===== src/rtl/ball_pkg.sv =====
// Shared constants and types for the ball renderer: ball geometry, playfield extent
// and RGB444 colours.
package ball_pkg;

    typedef logic [11:0] rgb444_t;

    localparam int SIZE      = 25;
    localparam int HOR_FIELD = 799;
    localparam int VER_FIELD = 599;
    localparam int OFS_W     = $clog2(2 * SIZE);

    localparam rgb444_t BALL_COLOR = 12'hF80;
    localparam rgb444_t BG_COLOR   = 12'h026;
    localparam logic    SYNC_IDLE  = 1'b1;

    // |2*d - (SIZE-1)|: doubled distance of a box column/row from the ball centre
    function automatic logic [OFS_W-1:0] centre_offset(input logic [OFS_W-1:0] twice_d);
        logic [OFS_W-1:0] diam_m1;
        diam_m1 = OFS_W'(SIZE - 1);
        if (twice_d >= diam_m1) begin
            return twice_d - diam_m1;
        end else begin
            return diam_m1 - twice_d;
        end
    endfunction

endpackage


===== src/rtl/pipe_delay.sv =====
// Reset-clearable shift register: d_i appears on q_o DEPTH clocks later; every stage
// resets to RST_VAL so idle-high signals come out of reset at their idle level.
module pipe_delay #(
    parameter int               WIDTH   = 1,
    parameter int               DEPTH   = 1,
    parameter logic [WIDTH-1:0] RST_VAL = '0
) (
    input  logic             clk_i,
    input  logic             rst_ni,
    input  logic [WIDTH-1:0] d_i,
    output logic [WIDTH-1:0] q_o
);

    logic [WIDTH-1:0] stage_q [DEPTH];

    // Delay line
    always_ff @(posedge clk_i or negedge rst_ni) begin
        if (!rst_ni) begin
            for (int i = 0; i < DEPTH; i++) begin
                stage_q[i] <= RST_VAL;
            end
        end else begin
            stage_q[0] <= d_i;
            for (int i = 1; i < DEPTH; i++) begin
                stage_q[i] <= stage_q[i-1];
            end
        end
    end

    assign q_o = stage_q[DEPTH-1];

endmodule


===== src/rtl/ball_pixel_renderer.sv =====
// Renders a filled round ball on a flat background. Ball position is latched once per
// frame; a 3-stage pipeline (box test, squared radius, colour) keeps syncs aligned.
module ball_pixel_renderer
    import ball_pkg::*;
(
    input  logic        clock,
    input  logic        reset,
    input  logic [11:0] hor_pos,
    input  logic [10:0] ver_pos,
    input  logic [11:0] pix_x,
    input  logic [10:0] pix_y,
    input  logic        pix_valid,
    input  logic        frame_start,
    input  logic        hsync_in,
    input  logic        vsync_in,
    output logic [11:0] rgb,
    output logic        hsync_out,
    output logic        vsync_out,
    output logic        valid_out,
    output logic        hit
);

    localparam int              DW     = $clog2(SIZE);
    localparam int              SQ_W   = 2 * OFS_W + 1;
    localparam logic [12:0]     SIZE_X = 13'(SIZE);
    localparam logic [11:0]     SIZE_Y = 12'(SIZE);
    localparam logic [SQ_W-1:0] R_SQ   = SQ_W'(SIZE * SIZE);

    logic [11:0]       bx_q, bx_d;
    logic [10:0]       by_q, by_d;
    logic              inbox1_q, inbox1_d, valid1_q;
    logic [DW-1:0]     dx1_q, dx1_d, dy1_q, dy1_d;
    logic              inbox2_q, inbox2_d, valid2_q;
    logic [SQ_W-1:0]   sq2_q, sq2_d;
    rgb444_t           rgb_q, rgb_d;
    logic              hit_q, hit_d;
    logic [12:0]       dx_s;
    logic [11:0]       dy_s;
    logic [OFS_W-1:0]  au_s, av_s;
    logic [2*OFS_W-1:0] uu_s, vv_s;
    logic [2:0]        sync_q_s;

    // Next-state for shadow position and all three datapath stages
    always_comb begin
        bx_d     = bx_q;
        by_d     = by_q;
        if (frame_start) begin
            bx_d = hor_pos;
            by_d = ver_pos;
        end else begin
            bx_d = bx_q;
            by_d = by_q;
        end

        // Zero-extended subtraction: a negative offset can never alias into the box
        dx_s     = {1'b0, pix_x} - {1'b0, bx_q};
        dy_s     = {1'b0, pix_y} - {1'b0, by_q};
        inbox1_d = pix_valid && !dx_s[12] && (dx_s < SIZE_X)
                             && !dy_s[11] && (dy_s < SIZE_Y);
        dx1_d    = dx_s[DW-1:0];
        dy1_d    = dy_s[DW-1:0];

        au_s     = centre_offset(OFS_W'({dx1_q, 1'b0}));
        av_s     = centre_offset(OFS_W'({dy1_q, 1'b0}));
        uu_s     = {{OFS_W{1'b0}}, au_s} * {{OFS_W{1'b0}}, au_s};
        vv_s     = {{OFS_W{1'b0}}, av_s} * {{OFS_W{1'b0}}, av_s};
        sq2_d    = {1'b0, uu_s} + {1'b0, vv_s};
        inbox2_d = inbox1_q;

        hit_d    = inbox2_q && (sq2_q <= R_SQ);
        if (!valid2_q) begin
            rgb_d = 12'h000;
        end else if (hit_d) begin
            rgb_d = BALL_COLOR;
        end else begin
            rgb_d = BG_COLOR;
        end
    end

    // Pipeline and shadow-position registers
    always_ff @(posedge clock or negedge reset) begin
        if (!reset) begin
            bx_q     <= 12'd0;
            by_q     <= 11'd0;
            inbox1_q <= 1'b0;
            valid1_q <= 1'b0;
            dx1_q    <= '0;
            dy1_q    <= '0;
            inbox2_q <= 1'b0;
            valid2_q <= 1'b0;
            sq2_q    <= '0;
            rgb_q    <= 12'h000;
            hit_q    <= 1'b0;
        end else begin
            bx_q     <= bx_d;
            by_q     <= by_d;
            inbox1_q <= inbox1_d;
            valid1_q <= pix_valid;
            dx1_q    <= dx1_d;
            dy1_q    <= dy1_d;
            inbox2_q <= inbox2_d;
            valid2_q <= valid1_q;
            sq2_q    <= sq2_d;
            rgb_q    <= rgb_d;
            hit_q    <= hit_d;
        end
    end

    pipe_delay #(
        .WIDTH   (3),
        .DEPTH   (3),
        .RST_VAL ({SYNC_IDLE, SYNC_IDLE, 1'b0})
    ) u_sync_delay (
        .clk_i  (clock),
        .rst_ni (reset),
        .d_i    ({hsync_in, vsync_in, pix_valid}),
        .q_o    (sync_q_s)
    );

    assign hsync_out = sync_q_s[2];
    assign vsync_out = sync_q_s[1];
    assign valid_out = sync_q_s[0];
    assign rgb       = rgb_q;
    assign hit       = hit_q;

endmodule


===== config.mk =====
export PLATFORM = sky130hd
export DESIGN_NAME = ball_pixel_renderer
export DESIGN_NICKNAME = d
export VERILOG_FILES = /design/src/rtl/ball_pkg.sv /design/src/rtl/pipe_delay.sv /design/src/rtl/ball_pixel_renderer.sv
export SDC_FILE = /design/constraint.sdc
export NUM_CORES = 1
export LEC_CHECK = 0
export ABC_AREA = 0
export CORE_ASPECT_RATIO = 1.4
export CORE_UTILIZATION = 25
export CTS_CLUSTER_SIZE = 10
export DETAILED_ROUTE_END_ITERATION = 10
export HOLD_SLACK_MARGIN = 0.1
export PLACE_DENSITY_LB_ADDON = 0.2
export SETUP_SLACK_MARGIN = 0.02
export SYNTH_ARGS = -nofsm -noshare
export SYNTH_HDL_FRONTEND = slang
export SYNTH_SLANG_ARGS = --single-unit

===== constraint.sdc =====
create_clock -name clock -period 5.7 [get_ports clock]
set_input_delay 0.855 -clock clock [delete_from_list [all_inputs] [get_ports clock]]
set_output_delay 0.855 -clock clock [all_outputs]
set_load 0.01 [all_outputs]

==> results of run 1 <==
synthesized netlist by cell type, drive strengths merged (2+ instances only):
library cell	number	area share, %
o21bai	3	0.51
o21ai	48	5.4
o311ai	2	0.40
a21boi	2	0.34
mux2i	4	0.91
xor2	4	0.79
buf	10	1.7
and4	2	0.40
nand3	5	0.57
mux2	3	0.77
o221ai	2	0.54
clkbuf	5	0.43
nor2b	7	0.99
nor2	17	1.4
nand3b	2	0.34
nand2	51	4.3
nand2b	5	0.77
nor4	3	0.43
ha	51	14
o32ai	2	0.57
inv	89	7.6
a21oi	20	2.4
a21o	6	1.0
fa	24	11
o2111ai	3	0.60
dfrtp	52	29
and3	2	0.28
and2	11	1.6
dfstp	6	3.6
nor3b	2	0.34
nor3	7	0.91
xnor2	11	2.2
o22ai	3	0.43
stage by stage:
| stage | power, mW | area [µm²] | utilization, % |
|---|---|---|---|
| final | 3.27 | 5690 | 32.9 |
| after global routing | 3.66 | 5690 | 32.9 |
| after CTS | 3.30 | 5660 | 32.7 |
| after detailed placement | 2.68 | 5340 | 30.8 |
| after global placement | 2.64 | 5340 | 30.8 |
| after floorplan | 2.12 | 4430 | - |
worst paths after layout:
check	start	end	slack, ns	cells after the start
max	dx1_q[2]	sq2_q[12]	0.33	25
min	u_sync_delay.stage_q[7]	u_sync_delay.stage_q[4]	0.35	0
max reg2reg	dx1_q[2]	sq2_q[12]	0.33	25
min reg2reg	u_sync_delay.stage_q[7]	u_sync_delay.stage_q[4]	0.35	0
max in group asynchronous	reset	by_q[0]	4.55	2
min in group asynchronous	reset	sq2_q[10]	0.67	2
cell type report:
type,count,area [µm²]
Clock inverter,7,101
Multi-Input combinational cell,320,2550
Fill cell,1804,11600
Clock buffer,9,225
Inverter,89,334
Timing Repair Buffer,77,731
Sequential cell,58,1460
Tap cell,236,295
routing by layer:
metal	wire, µm	up-vias
met5	0	-
met4	262	0
met3	316	18
met2	5540	60
met1	3770	1647
li1	-	1718
cell families (layout without fill, tap and decap cells):
kind of cell             after synthesis  after routing  share of synthesized area, %
buffers and inverters                104            182                          9.69
AND/OR/NAND/NOR                      119            119                          13.3
multiplexers                           7              7                          1.67
other                                  1              4                        0.0850
adder cells (fa/ha/maj)               75             75                          25.3
AO/OA/AOI/OAI                        100            100                          13.9
XOR/XNOR                              15             15                          2.98
flip-flops                            58             58                          33.0
registers in the layout, indices dropped and copies added (netlist names), 2 cells and up:
name                  flops
dy1_q                     5
u_sync_delay.q_o          3
rgb                       2
u_sync_delay.stage_q      6
sq2_q                    11
bx_q                     12
by_q                     11
dx1_q                     5
power by group through the flow:
| stage | sequential (mW) | combinational, mW | clock, mW |
|---|---|---|---|
| 2_1_floorplan | 0.554 | 1.57 | 0 |
| 3_3_place_gp | 0.557 | 2.09 | 0 |
| 3_5_place_dp | 0.561 | 2.12 | 0 |
| 4_1_cts | 0.553 | 2.14 | 0.609 |
| 5_1_grt | 0.560 | 2.47 | 0.629 |
| 6_report | 0.552 | 2.12 | 0.598 |
repair_timing:
action                                  4_1_cts  5_1_grt
setup buffers                                 0        3
endpoints found under the setup margin        0        1
resized for setup                             0        3
worst reg2reg max path: cells and delay by family, from the launching register on:
kind                     cells  cell delay, ns
adder cells (fa/ha/maj)      8            3.19
AO/OA/AOI/OAI                6            0.86
flip-flops                   1            0.41
buffers and inverters        7            0.36
AND/OR/NAND/NOR              3            0.34
XOR/XNOR                     1            0.13
cell usage in the layout, fill, tap and decap left out, types with 14 or more instances in the layout:
master / Yosys / layout
ha_1: 51 / 51
a21oi_1: 19 / 17
nand2_1: 51 / 51
buf_4: 10 / 14
dfrtp_1: 52 / 52
nor2_1: 17 / 16
o21ai_0: 45 / 45
inv_1: 89 / 89
clkdlybuf4s50_1: 0 / 62
fa_1: 24 / 24
==> results.sh, run 1 <==
export IMPL_final_cells=796
export IMPL_drt_iter0_markers=92
export IMPL_worst_path_buf_inv=7
export IMPL_grt_util_all_layers_pct=12.0
export IMPL_antenna_cells=0
export IMPL_yosysWarnings=0
export IMPL_synth_edf_count=0
export IMPL_setup_slack_ns=0.332
export IMPL_ir_drop_mv=0.331
export IMPL_critPathMostFrequentCell="inv_1"
export IMPL_min_path_type="reg -> reg"
export IMPL_die_area_mm2=0.0182
export IMPL_synthArstFlopShare_pct=100
export IMPL_p_per_area_mw_per_mm2=574
export IMPL_io_buffers=63
export IMPL_ant_nets=0
export IMPL_grtUsageMet1_pct=12.3
export IMPL_status="finished, final reports clean"
export IMPL_cp_max_fo=5
export IMPL_die_h_um=159
export IMPL_num_nets_final=682
export IMPL_grt_pass1_vias=3640
export IMPL_route_detailed_drc=0
export IMPL_vias=3443
export IMPL_gr_usage_met2_pct=22.5
export IMPL_clkPwrFrac_pct=18.3
export IMPL_finalSetupViolations=0
export IMPL_path_clk_slew_ns=0.06
export IMPL_required_ns=5.96
export IMPL_cts_tree="built"
export IMPL_syn_cell_area_mm2=0.00441
export IMPL_wl_um=9890
export IMPL_finalHoldViolCount=0
export IMPL_dp_hpwl_um=8070
export IMPL_cp_start_kind="flip-flop"
export IMPL_power_share_sequential_pct=16.9
export IMPL_ys_seq_elements=58
export IMPL_timing_final_crit_share_pct=94.2
export IMPL_end_kind="flip-flop"
export IMPL_cts_htree_levels=3
export IMPL_grtUsageMet3_pct=2.63
export IMPL_dr_pass1_iters=5
export IMPL_vias_per_cell=4.33
export IMPL_p_int_mw=1.87
export IMPL_crit_family="adder cells"
export IMPL_dp_cells=777
export IMPL_grt_max_degree=59
export IMPL_root_buffer="clkbuf_16"
export IMPL_rsz0062_at_grt="false"
export IMPL_cts_sinks=58
export IMPL_ys_types=55
export IMPL_syn_inst=479
export IMPL_worstSetupPathType="reg -> reg"
export IMPL_area_growth_syn_to_layout_pct=29.0
export IMPL_grt_pass1_wl_um=16900
export IMPL_max_stage_delay_ns=0.54
export IMPL_wl_per_cell_um=12.4
export IMPL_slew_headroom_pct=50.7
export IMPL_leakagePower_nw=2.70
export IMPL_die_w_um=114
export IMPL_hold_ws_ns=0.355
export IMPL_busiest_layer="met2"
export IMPL_clock_latency_ns=0.34
export IMPL_tightest_slew_ns=0.739
export IMPL_pre_cts_ws_ns=0.196
export IMPL_hold_buffers=0
export IMPL_io_pin_count=68
export IMPL_cts_buffers=9
export IMPL_fmax_mhz=186
export IMPL_core_area_mm2=0.0173
export IMPL_syn_area_per_cell_um2=9.22
export IMPL_period_needed_ns=5.37
export IMPL_clk_path_buf_depth=2
export IMPL_grt_overflow=0
export IMPL_combPwrFrac_pct=64.8
export IMPL_drive_gt1_share_pct=9.11
export IMPL_placementRows=57
export IMPL_slowest_stage="fa_1"
export IMPL_switching_share_pct=42.8
export IMPL_antenna_found_initial=0
export IMPL_start_util_pct=25.5
export IMPL_ys_seq_area_share_pct=33.0
export IMPL_drv_cap=0
export IMPL_arrival_ns=5.63
export IMPL_gp_congestion=0.805
export IMPL_slew_viol_final=0
export IMPL_fin_tns_setup_ns=0
export IMPL_p_sw_mw=1.40
export IMPL_synth_ff_type="dfrtp_1"
export IMPL_fin_skew_ns=0.0126
Power figures use the tool's default switching activity.
==> run 2: changes to the inputs <==
Settings changed: CORE_ASPECT_RATIO 1.4 to unset.
==> run 2 against run 1 <==
Compared with the run above: via count shrank 2.8%; worst setup slack better by 0.024 ns; critical path depth is the same; die area about the same; non-clock buffer count down 2; power shrank 2.8%; critical path type unchanged.
==> results.sh, run 2 (synthesized netlist as in run 1, its figures left out) <==
export IMPL_arrival_ns=5.61
export IMPL_final_area_mm2=0.00568
export IMPL_grt_max_degree=59
export IMPL_drt_iter0_markers=91
export IMPL_reg2reg_slack_ns=0.36
export IMPL_clock_latency_ns=0.34
export IMPL_regMostFlops="bx_q"
export IMPL_die_w_um=135
export IMPL_status="finished, final reports clean"
export IMPL_max_stage_delay_ns=0.54
export IMPL_area_growth_syn_to_layout_pct=28.7
export IMPL_multi_input_area_mm2=0.00257
export IMPL_io_pin_count=68
export IMPL_grt_overflow=0
export IMPL_slew_headroom_pct=49.8
export IMPL_p_per_area_mw_per_mm2=559
export IMPL_power_share_sequential_pct=17.4
export IMPL_route_detailed_drc=0
export IMPL_crit_cells=25
export IMPL_nFillCells=1792
export IMPL_io_buffers=63
export IMPL_leakagePower_nw=2.69
export IMPL_core_area_mm2=0.0173
export IMPL_reg2reg_depth=25
export IMPL_cts_buffers=9
export IMPL_combPwrFrac_pct=64.2
export IMPL_place_area_mm2=0.00531
export IMPL_fin_skew_ns=0.00746
export IMPL_dp_hpwl_um=7410
export IMPL_reg_top3="bx_q: 12 flops, by_q: 11 flops, sq2_q: 11 flops"
export IMPL_grt_util_all_layers_pct=11.3
export IMPL_slew_viol_final=0
export IMPL_p_int_mw=1.83
export IMPL_crit_family="adder cells"
export IMPL_finalHoldViolCount=0
export IMPL_period_needed_ns=5.34
export IMPL_min_delay_path_depth=0
export IMPL_wl_um=9210
export IMPL_drv_cap=0
export IMPL_clk_path_buf_depth=2
export IMPL_rsz0062_at_grt="false"
export IMPL_final_cell_mix="89 x inv_1, 62 x clkdlybuf4s50_1, 51 x ha_1"
export IMPL_dr_pass1_iters=4
export IMPL_start_util_pct=25.5
export IMPL_reg2reg_from="dx1_q[2]"
export IMPL_antenna_found_initial=0
export IMPL_grt_pass1_vias=3449
export IMPL_grt_pass1_wl_um=15900
export IMPL_die_area_mm2=0.0182
export IMPL_p_sw_mw=1.35
export IMPL_drive_gt1_share_pct=10.2
export IMPL_fin_tns_setup_ns=0
export IMPL_min_path_type="reg -> reg"
export IMPL_ant_nets=0
export IMPL_seq_area_mm2=0.00146
export IMPL_min_to="u_sync_delay.q_o[2]"
export IMPL_die_h_um=135
export IMPL_fin_util_pct=32.8
export IMPL_vias_per_cell=4.27
export IMPL_largest_register_ffs=12
export IMPL_tightest_slew_ns=0.753
export IMPL_cts_tree="built"
export IMPL_final_common_cell="inv_1"
export IMPL_antenna_cells=0
export IMPL_end_kind="flip-flop"
export IMPL_gp_congestion=0.817
export IMPL_placementRows=48
export IMPL_setup_slack_ns=0.356
export IMPL_ir_drop_mv=0.336
export IMPL_path_clk_slew_ns=0.06
export IMPL_cp_max_fo=3
export IMPL_clkPwrFrac_pct=18.4
export IMPL_r2r_end="sq2_q[12]"
export IMPL_critPathMostFrequentCell="inv_1"
export IMPL_power_mw=3.18
export IMPL_num_nets_final=680
export IMPL_worst_path_buf_inv=7
export IMPL_root_buffer="clkbuf_16"
export IMPL_slowest_stage="fa_1"
export IMPL_timing_final_crit_share_pct=93.8
export IMPL_fmax_mhz=187
export IMPL_hold_path_startpoint="u_sync_delay.stage_q[5]"
export IMPL_finalSetupViolations=0
export IMPL_cp_start_kind="flip-flop"
export IMPL_switching_share_pct=42.5
export IMPL_required_ns=5.97
export IMPL_cts_sinks=58
export IMPL_vias=3346
export IMPL_wl_per_cell_um=11.8
export IMPL_cts_htree_levels=3
export IMPL_pre_cts_ws_ns=0.199
export IMPL_worstSetupPathType="reg -> reg"
-- run 2: worst max-delay path by stage --
stage                   from         to  slack, ns
finish              dx1_q[2]  sq2_q[12]       0.36
global route        dy1_q[0]  sq2_q[12]       0.02
CTS                 dx1_q[2]  sq2_q[12]       0.18
detailed placement  dx1_q[2]  sq2_q[12]       0.20
global placement    dx1_q[2]  sq2_q[12]       0.31
floorplan           dx1_q[0]  sq2_q[12]       0.28
-- run 2: what timing repair did --
| item | 4_1_cts | 5_1_grt |
|---|---|---|
| endpoints found under the setup margin | 0 | 1 |
| resized for setup | 0 | 14 |
| hold buffers | 0 | 0 |
| setup buffers | 0 | 3 |
-- run 2: per-stage QoR --
stage / instances / hold WS [ns]
3_3_place_gp: 764 / 0.345
4_1_cts: 780 / 0.356
5_1_grt: 783 / 0.359
2_1_floorplan: 482 / 0.331
6_report: 783 / 0.355
3_5_place_dp: 764 / 0.347
-- run 2: area by class of cell --
type / count / area share [%]
multi-input cells: 320 / 45.2
clock inverters: 7 / 1.65
well taps: 225 / 4.95
inverters: 89 / 5.88
flip-flops and latches: 58 / 25.7
repair buffers: 75 / 12.6
clock buffers: 9 / 3.96
-- run 2: power groups by stage --
stage | registers (mW) | logic (mW) | clock network (mW)
3_3_place_gp | 0.558 | 1.99 | 0
5_1_grt | 0.561 | 2.45 | 0.623
4_1_cts | 0.555 | 2.02 | 0.602
3_5_place_dp | 0.561 | 2.00 | 0
6_report | 0.552 | 2.04 | 0.585
2_1_floorplan | 0.554 | 1.57 | 0
-- run 2: layer usage --
metal	wire length [µm]	global-route usage (%)	up-vias
met2	4210	17.9	69
met5	0	0	-
li1	-	-	1713
met1	4470	14.1	1551
met3	379	4.05	13
met4	152	4.31	0
==> run 3: changes to the inputs <==
Settings changed: SLEW_MARGIN set to 15.
==> results of run 3 <==
The final DEF is identical to that of run 2; final timing and power are the same.
==> RTL edit (config.mk and constraints of run 3) <==
Change the package constant `SIZE` from 25 to 50.
--- a/src/rtl/ball_pkg.sv
+++ b/src/rtl/ball_pkg.sv
@@ -4,7 +4,7 @@
 
     typedef logic [11:0] rgb444_t;
 
-    localparam int SIZE      = 25;
+    localparam int SIZE      = 50;
     localparam int HOR_FIELD = 799;
     localparam int VER_FIELD = 599;
     localparam int OFS_W     = $clog2(2 * SIZE);
Check against the original RTL: not equivalent (a bounded check fails within 4 cycles, from zero or initial values and one cycle with reset low).
==> RTL edit against run 3 <==
The flow now finishes with violations (setup timing). Routed wire length is 44% higher. Die area is 30% higher. Count of clock-buffer cells in the layout is 2 higher. Sequential cell count is 3 higher. Worst hold slack worse by 9.1 ps. Global-route usage is 0.57 points higher. Synthesized area is 31% higher. Worst setup slack worse by 560 ps. Final area is 37% higher. Critical endpoint is now sq2_q[14].
Power is not shown: default switching activity piles up to over one toggle a cycle in this logic, so the estimate is an artifact.
==> RTL edit: results (changes against run 3) <==
- Outcome: finished with violations
- Violations in the final reports: setup timing
- Biggest regs: bx_q (12), sq2_q (12), by_q (11)
- Global-route wire length before repair: 22760 um (+43%)
- Worst clock skew: 6.160 ps (-1.304 ps)
- Final weighted congestion of routability-driven global placement: 0.8716 (+6.6%)
- Slew at the pin closest to its max-slew limit: 777.1 ps (+23.90 ps)
- Via count of the first global-routing pass: 4691 (+36%)
- Sequential portion of the cell area: 0.1966 (-0.06086)
- Critical path endpoint: sq2_q[14]
- Top area cells in the synthesized netlist: dfrtp_1 (24%), fa_1 (18%), ha_1 (15%), inv_1 (7.3%), o21ai_0 (3.9%)
- Number of violations reported at the end of detailed-routing iteration 0: 129 (+42%)
- Clock buffer instance count of the final layout: 11 (+2)
- Post-route worst setup slack: -204.9 ps (-560.9 ps)
- Combined area of the multi-input logic cells: 0.004034 sq mm (+57%)
- Data arrival at the endpoint of the critical path: 6110 ps (+500 ps)
- Detailed route wirelength on metal2: 6573 um (+56%)
- Compound-cell area share of the yosys netlist: 0.1265 (-0.01266)
- Worst hold start: inbox1_q
- GR Util All Layers: 0.1190 (+0.005681)
- Gate Count Post-Synth: 617 (+29%)
- Worst min-delay path endpoint: inbox2_q
- Dpl hpwl: 11070 um (+49%)
- Layout cells sized above 1: 0.2067 (+0.1045)
- Clock insertion delay at the later pin of the skew report: 320 ps (-20 ps)
- R2R cell count: 24 (-4.0%)
- Multi-input combinational cell count: 429 (+34%)
- Bufs w/o clock: 130 (+73%)
- Setup total negative slack: -732.8 ps (-732.8 ps)
- Layout fillers: 2285 (+28%)
- Synthesized area divided by synthesized cell count: 9.361 sq um (+1.6%)
- Final setup violation count: 6 (+6)
- Adder and majority cell fraction of the synthesized area: 0.3284 (+0.07502)
- Signal buf overhead: 0.1472 (+0.02122)
- Portion of netlist area occupied by mux cells: 0.01300 (-0.003725)
- Number of logic inverters in the finished layout: 114 (+28%)
- Clock tree cell share of total cell area: 0.03880 (-0.01735)
- Worst flop-to-flop path endpoint: sq2_q[14]
- Hold Worst Slack: 345.7 ps (-9.077 ps)
- Global-route track usage on met2: 0.2026 (+0.02362)
- Share of the synthesized netlist area taken by xor and xnor gates: 0.04679 (+0.01703)
- Pre-CTS setup slack: -279.3 ps (-477.9 ps)
- Total number of vias: 4478 (+34%)
- Critical register-to-register path startpoint: dx1_q[1]
==> RTL edit: changes by cell type after synthesis, moves of 7 or more <==
cell     change
ha_1        +19
xnor2_1      +7
fa_1        +27
xor2_1       +7
inv_1       +24
and2_1       -8
nor3_1      +11
nor2_1      +27
o21a_1       +8
==> RTL edit: repair_timing <==
action | CTS | global route
endpoints found under the setup margin | 7 | 8
hold endpoints to repair | 0 | 0
buffers inserted | 5 | 2
resized for setup | 7 | 17
pin swaps | 5 | 5
==> RTL edit: worst register-to-register path: stages (launching register included) <==
cell and delay [ps]:
dfrtp_1 380, inv_2 80, ha_4 180, nand2b_4 70, a31oi_4 190, buf_4 180, xnor2_2 130, inv_2 70
fa_1 450, fa_1 490, inv_1 50, fa_1 450, fa_1 500, inv_1 50, fa_1 460, fa_1 530
inv_1 70, ha_4 230, nor2b_1 130, o21ai_2 190, a21boi_4 90, o21ai_2 190, a21oi_2 90, or4_1 380
and3_1 160
